### config.mk
export PLATFORM = sky130hd
export DESIGN_NAME = alu_ctrl_seq
export DESIGN_NICKNAME = d
export VERILOG_FILES = /design/src/rtl/alu_ctrl_seq.sv
export SDC_FILE = /design/constraint.sdc
export NUM_CORES = 1
export LEC_CHECK = 0
export BUFFER_PORTS_ARGS = -buffer_cell sky130_fd_sc_hd__buf_2
export CORE_UTILIZATION = 50
export DETAILED_ROUTE_END_ITERATION = 8
export PLACE_DENSITY = 0.85
export SKIP_LAST_GASP = 1
export SLEW_MARGIN = 20
export SYNTH_ARGS = -nofsm -noshare
export SYNTH_HDL_FRONTEND = slang
export SYNTH_SLANG_ARGS = --single-unit
### constraint.sdc
create_clock -name clk_i -period 2.7 [get_ports clk_i]
set_input_delay 0.135 -clock clk_i [delete_from_list [all_inputs] [get_ports clk_i]]
set_output_delay 0.135 -clock clk_i [all_outputs]
set_load 0.05 [all_outputs]
### src/rtl/alu_ctrl_seq.sv
// Registered ALU control decoder with multi-cycle MULT/DIV sequencing.
// Uses a valid/ready handshake and drives busy/stall to the datapath and start to the mul/div unit.
module alu_ctrl_seq #(
   parameter int FUNCT_W    = 6,
   parameter int ALUOP_W    = 3,
   parameter int CTRL_W     = 4,
   parameter int MUL_CYCLES = 4,
   parameter int DIV_CYCLES = 32
) (
   input  logic               clk_i,
   input  logic               rst_i,
   input  logic               valid_i,
   input  logic [FUNCT_W-1:0] funct_i,
   input  logic [ALUOP_W-1:0] ALUOp_i,
   input  logic               flush_i,
   output logic               ready_o,
   output logic [CTRL_W-1:0]  ALUCtrl_o,
   output logic               ctrl_valid_o,
   output logic               start_o,
   output logic               busy_o,
   output logic               stall_o,
   output logic               illegal_o
);

   localparam int CNT_W = 8;

   typedef enum logic {IDLE, BUSY} state_t;

   typedef struct packed {
      logic [3:0]       code;
      logic             multi;
      logic             illegal;
      logic [CNT_W-1:0] len;
   } dec_t;

   function automatic dec_t decode(input logic [ALUOP_W-1:0] op,
                                   input logic [FUNCT_W-1:0] fn);
      dec_t d;
      d = '{code: 4'b1111, multi: 1'b0, illegal: 1'b1, len: '0};
      case (op)
         ALUOP_W'(0): begin
            d.illegal = 1'b0;
            case (fn)
               FUNCT_W'(6'b100100): d.code = 4'b0000;
               FUNCT_W'(6'b100000): d.code = 4'b0010;
               FUNCT_W'(6'b100010): d.code = 4'b0110;
               FUNCT_W'(6'b100101): d.code = 4'b0001;
               FUNCT_W'(6'b101010): d.code = 4'b0111;
               FUNCT_W'(6'b100111): d.code = 4'b1100;
               FUNCT_W'(6'b000000): d.code = 4'b1000;
               FUNCT_W'(6'b000010): d.code = 4'b1001;
               FUNCT_W'(6'b011000): begin
                  d.code  = 4'b1010;
                  d.multi = 1'b1;
                  d.len   = CNT_W'(MUL_CYCLES - 1);
               end
               FUNCT_W'(6'b011010): begin
                  d.code  = 4'b1011;
                  d.multi = 1'b1;
                  d.len   = CNT_W'(DIV_CYCLES - 1);
               end
               default: d.illegal = 1'b1;
            endcase
         end
         ALUOP_W'(1): begin d.code = 4'b0010; d.illegal = 1'b0; end
         ALUOP_W'(2): begin d.code = 4'b0111; d.illegal = 1'b0; end
         ALUOP_W'(3): begin d.code = 4'b0010; d.illegal = 1'b0; end
         ALUOP_W'(4): begin d.code = 4'b0010; d.illegal = 1'b0; end
         ALUOP_W'(5): begin d.code = 4'b0110; d.illegal = 1'b0; end
         ALUOP_W'(6): begin d.code = 4'b0001; d.illegal = 1'b0; end
         default: ;
      endcase
      return d;
   endfunction

   // The "no operation" code 1111 widens to all-ones; every other code zero-extends.
   function automatic logic [CTRL_W-1:0] widen(input logic [3:0] code);
      return (code == 4'b1111) ? {CTRL_W{1'b1}} : CTRL_W'(code);
   endfunction

   state_t             state_q, state_d;
   logic [CNT_W-1:0]   cnt_q, cnt_d;
   logic [CTRL_W-1:0]  ctrl_q, ctrl_d;
   logic               cv_q, cv_d;
   logic               start_q, start_d;
   logic               ill_q, ill_d;
   logic               accept;
   dec_t               dec;

   assign ready_o = (state_q == IDLE) || (state_q == BUSY && cnt_q == '0);
   assign accept  = valid_i && ready_o && !flush_i;
   assign dec     = decode(ALUOp_i, funct_i);

   // NOTE: every variable gets a default before any branch so no latch is inferred.
   always_comb begin
      state_d = state_q;
      cnt_d   = cnt_q;
      ctrl_d  = ctrl_q;
      cv_d    = 1'b0;
      start_d = 1'b0;
      ill_d   = 1'b0;

      if (state_q == BUSY) begin
         if (cnt_q != '0) cnt_d   = cnt_q - 1'b1;
         else             state_d = IDLE;
      end

      if (flush_i) begin
         state_d = IDLE;
         cnt_d   = '0;
      end else if (accept) begin
         ctrl_d = widen(dec.code);
         if (dec.multi) begin
            state_d = BUSY;
            cnt_d   = dec.len;
            start_d = 1'b1;
         end else begin
            state_d = IDLE;
            cnt_d   = '0;
            cv_d    = 1'b1;
            ill_d   = dec.illegal;
         end
      end
   end

   // NOTE: sequential state uses non-blocking assignments so all registers update together.
   always_ff @(posedge clk_i) begin
      if (rst_i) begin
         state_q <= IDLE;
         cnt_q   <= '0;
         ctrl_q  <= {CTRL_W{1'b1}};
         cv_q    <= 1'b0;
         start_q <= 1'b0;
         ill_q   <= 1'b0;
      end else begin
         state_q <= state_d;
         cnt_q   <= cnt_d;
         ctrl_q  <= ctrl_d;
         cv_q    <= cv_d;
         start_q <= start_d;
         ill_q   <= ill_d;
      end
   end

   // Multi-cycle completion is signalled in the last BUSY cycle, when the counter has run out.
   assign busy_o       = (state_q == BUSY);
   assign stall_o      = busy_o && (cnt_q != '0);
   assign ctrl_valid_o = cv_q || (busy_o && cnt_q == '0);
   assign start_o      = start_q;
   assign illegal_o    = ill_q;
   assign ALUCtrl_o    = ctrl_q;

endmodule
==> impl_metrics.ini <==
[status]
status = finished, final reports clean

[clock_tree]
cts.clk_slew.worst_paths_ns = 0.09
cts_hold_buffers = 0
tritoncts_clock_tree = built
cts-root-to-sink-buffers = 2
cts_resized = 0
cts.repair_timing.setup_buffer_count = 0
ctsRootBufferMaster = clkbuf_4
num_cts_buffers = 3
clock_sinks = 16
clock_tree.htree_level_count = 1
clock_insertion_delay_worst_skew_ns = 0.29

[floorplan]
design.portCount = 23
floorplan.die.height_um = 46.8
core_region_area_um2 = 1800
core.rowCount = 15
dieWidth_um = 46.8
initial_utilization = 0.558
die_area_um2 = 2190

[synthesis]
avgSynthCellArea_um2 = 7.85
asyncSetResetFlopFracSynth = 0
syn_inst = 128
synth_ff_type = dfxtp_1
synth_nets = 143
yosysUniqueCellTypes = 43
ys_seq_area_frac = 0.319
synth_edf_count = 0
mappedNetlistArea_um2 = 1000
synth-seq-cells = 16
yosysWarnings = 0
cell_types_occupying_the_most_area_after_synthesis = dfxtp_1, nor2_1, a31oi_1
synth_top_area_frac = 0.319
synth_top_cell_by_area = dfxtp_1

[final_layout]
layout.cells.non_filler = 171
num_antenna_cells = 0
area_growth_pct = 13.9
layout.core_utilization = 0.635
design_area_um2 = 1140
final_cell_mix = buf_2, dfxtp_1, nor2_1, inv_1
layout_commonest_cell = buf_2
fin_nets = 163
final_layout_size_suffix_gt1_frac = 0.219

[power_and_ir_drop]
power_density_nw_per_um2 = 390
switching_portion_of_total_power = 0.290
power.static_leakage_nw = 0.462
internal-power_mw = 0.317
max-vdd-ir-drop_v = 0.000315
power.share.sequential = 0.541
p_sw_mw = 0.130
pwr-share-clk = 0.288
share_comb_of_total_power = 0.171

[timing]
fin_tns_setup_ns = 0
slew_margin_rel = 0.596
final-max-slew-violation-count = 0
finalCritPeriodShare = 0.785
grt_setup_unrepaired = no
min_period_ns = 2.12
final_number_of_setup_violating_endpoints = 0
max_slew.worst_pin.slew_ns = 0.601
fmax_mhz = 472
hold_viol = 0
final.setup_skew_ns = 0.00124

[place]
place_hpwl_um = 1700
io_buffer_count = 22
place.gp.congestion = 0.899
place.detailed.instances = 168
post_dp_cell_area_um2 = 1120

[worst_hold_path]
timing.hold.worst.class = in2reg

[grt]
maximum_number_of_pins_on_one_net_before_global_route_repair = 16
grt_antenna_before_repair = 0
number_of_global_route_vias_before_repair = 914
wire_length_of_the_first_global_routing_pass_um = 4010
grt_overflow_total = 0
grtUsageTotal = 0.263

[drt]
first_pass_iters = 4
ant_nets = 0
drt-wirelength-per-cell_um = 13.9
drt_iter0_drc = 58
route.detailed.vias_per_inst = 6.09
dr_total_vias = 1041
drc = 0
postRouteWirelength_um = 2380

[setup_path]
timing_worst_setup_path_type = reg2reg
largest_fanout_of_any_net_on_the_critical_path = 15
crit_required_ns = 2.93
timing.critical_path.arrival_ns = 2.35
setup.worst_path.start_class = register
critPathCaptureType = register

[flow_run]
cap_violations = 0
[power by group through the flow]
| stage | registers [mW] | clock network [mW] | logic (mW) |
|---|---|---|---|
| floorplan | 0.259 | 0 | 0.0378 |
| global placement | 0.247 | 0 | 0.0737 |
| detailed placement | 0.247 | 0 | 0.0756 |
| CTS | 0.242 | 0.134 | 0.0758 |
| global route | 0.242 | 0.138 | 0.0839 |
| finish | 0.242 | 0.129 | 0.0764 |
[worst paths after layout]
path / start / endpoint / slack (ns) / cells after the start
setup / recovery: cnt_q[0] / illegal_o / 0.58 / 7
hold / removal: rst_i / ALUCtrl_o[0] / 0.15 / 2
setup reg to reg: cnt_q[0] / illegal_o / 0.58 / 7
hold reg to reg: cnt_q[1] / cnt_q[1] / 0.50 / 2
[cells in the mapped netlist, drive strengths merged (4+ instances only)]
cell type	instances
a211oi	4
a21oi	5
a31oi	7
clkbuf	6
dfxtp	16
inv	9
nand2	7
nor2	12
nor3	4
o21ai	6
or3	4
[through the flow]
stage | worst slack [ns] | power, mW | hold slack [ns]
2_1_floorplan | 0.445 | 0.297 | 0.239
3_3_place_gp | 0.672 | 0.321 | 0.442
4_1_cts | 0.593 | 0.451 | 0.130
6_report | 0.580 | 0.447 | 0.149
3_5_place_dp | 0.605 | 0.323 | 0.455
5_1_grt | 0.481 | 0.464 | 0.151
[worst max-delay path, stage by stage (launching register included)]
cell and delay (ns):
dfxtp_1 0.34, inv_1 0.09, ha_1 0.14, or4b_4 0.47
o21ai_2 0.16, inv_2 0.14, or4_4 0.54, nor3_2 0.17
[registers in the layout (all words and copies together), names as in the netlist]
signal,cells
cnt_q,8
cv_q,1
ALUCtrl_o,4
illegal_o,1
busy_o,1
start_o,1
[layer usage]
layer | GRT usage | share of wire | wire, um
met1 | 0.354 | 0.48 | 1140
met2 | 0.392 | 0.45 | 1070
met3 | 0.0692 | 0.052 | 124
met4 | 0.126 | 0.018 | 44
met5 | 0 | 0 | 0
[area by class of cell]
cell class / count / area, um^2
multi-input cells: 95 / 619
well taps: 25 / 31.3
inverters: 9 / 33.8
clock buffers: 3 / 22.5
flip-flops and latches: 16 / 320
fillers: 177 / 657
repair buffers: 23 / 118
[logic make-up after synthesis]
family | after synthesis | share of synthesized area
flip-flops | 16 | 0.319
adder cells (fa/ha/maj) | 2 | 0.0249
AO/OA/AOI/OAI | 42 | 0.301
AND/OR/NAND/NOR | 51 | 0.290
buffers and inverters | 17 | 0.0647
(Power assumes the default switching activity.)
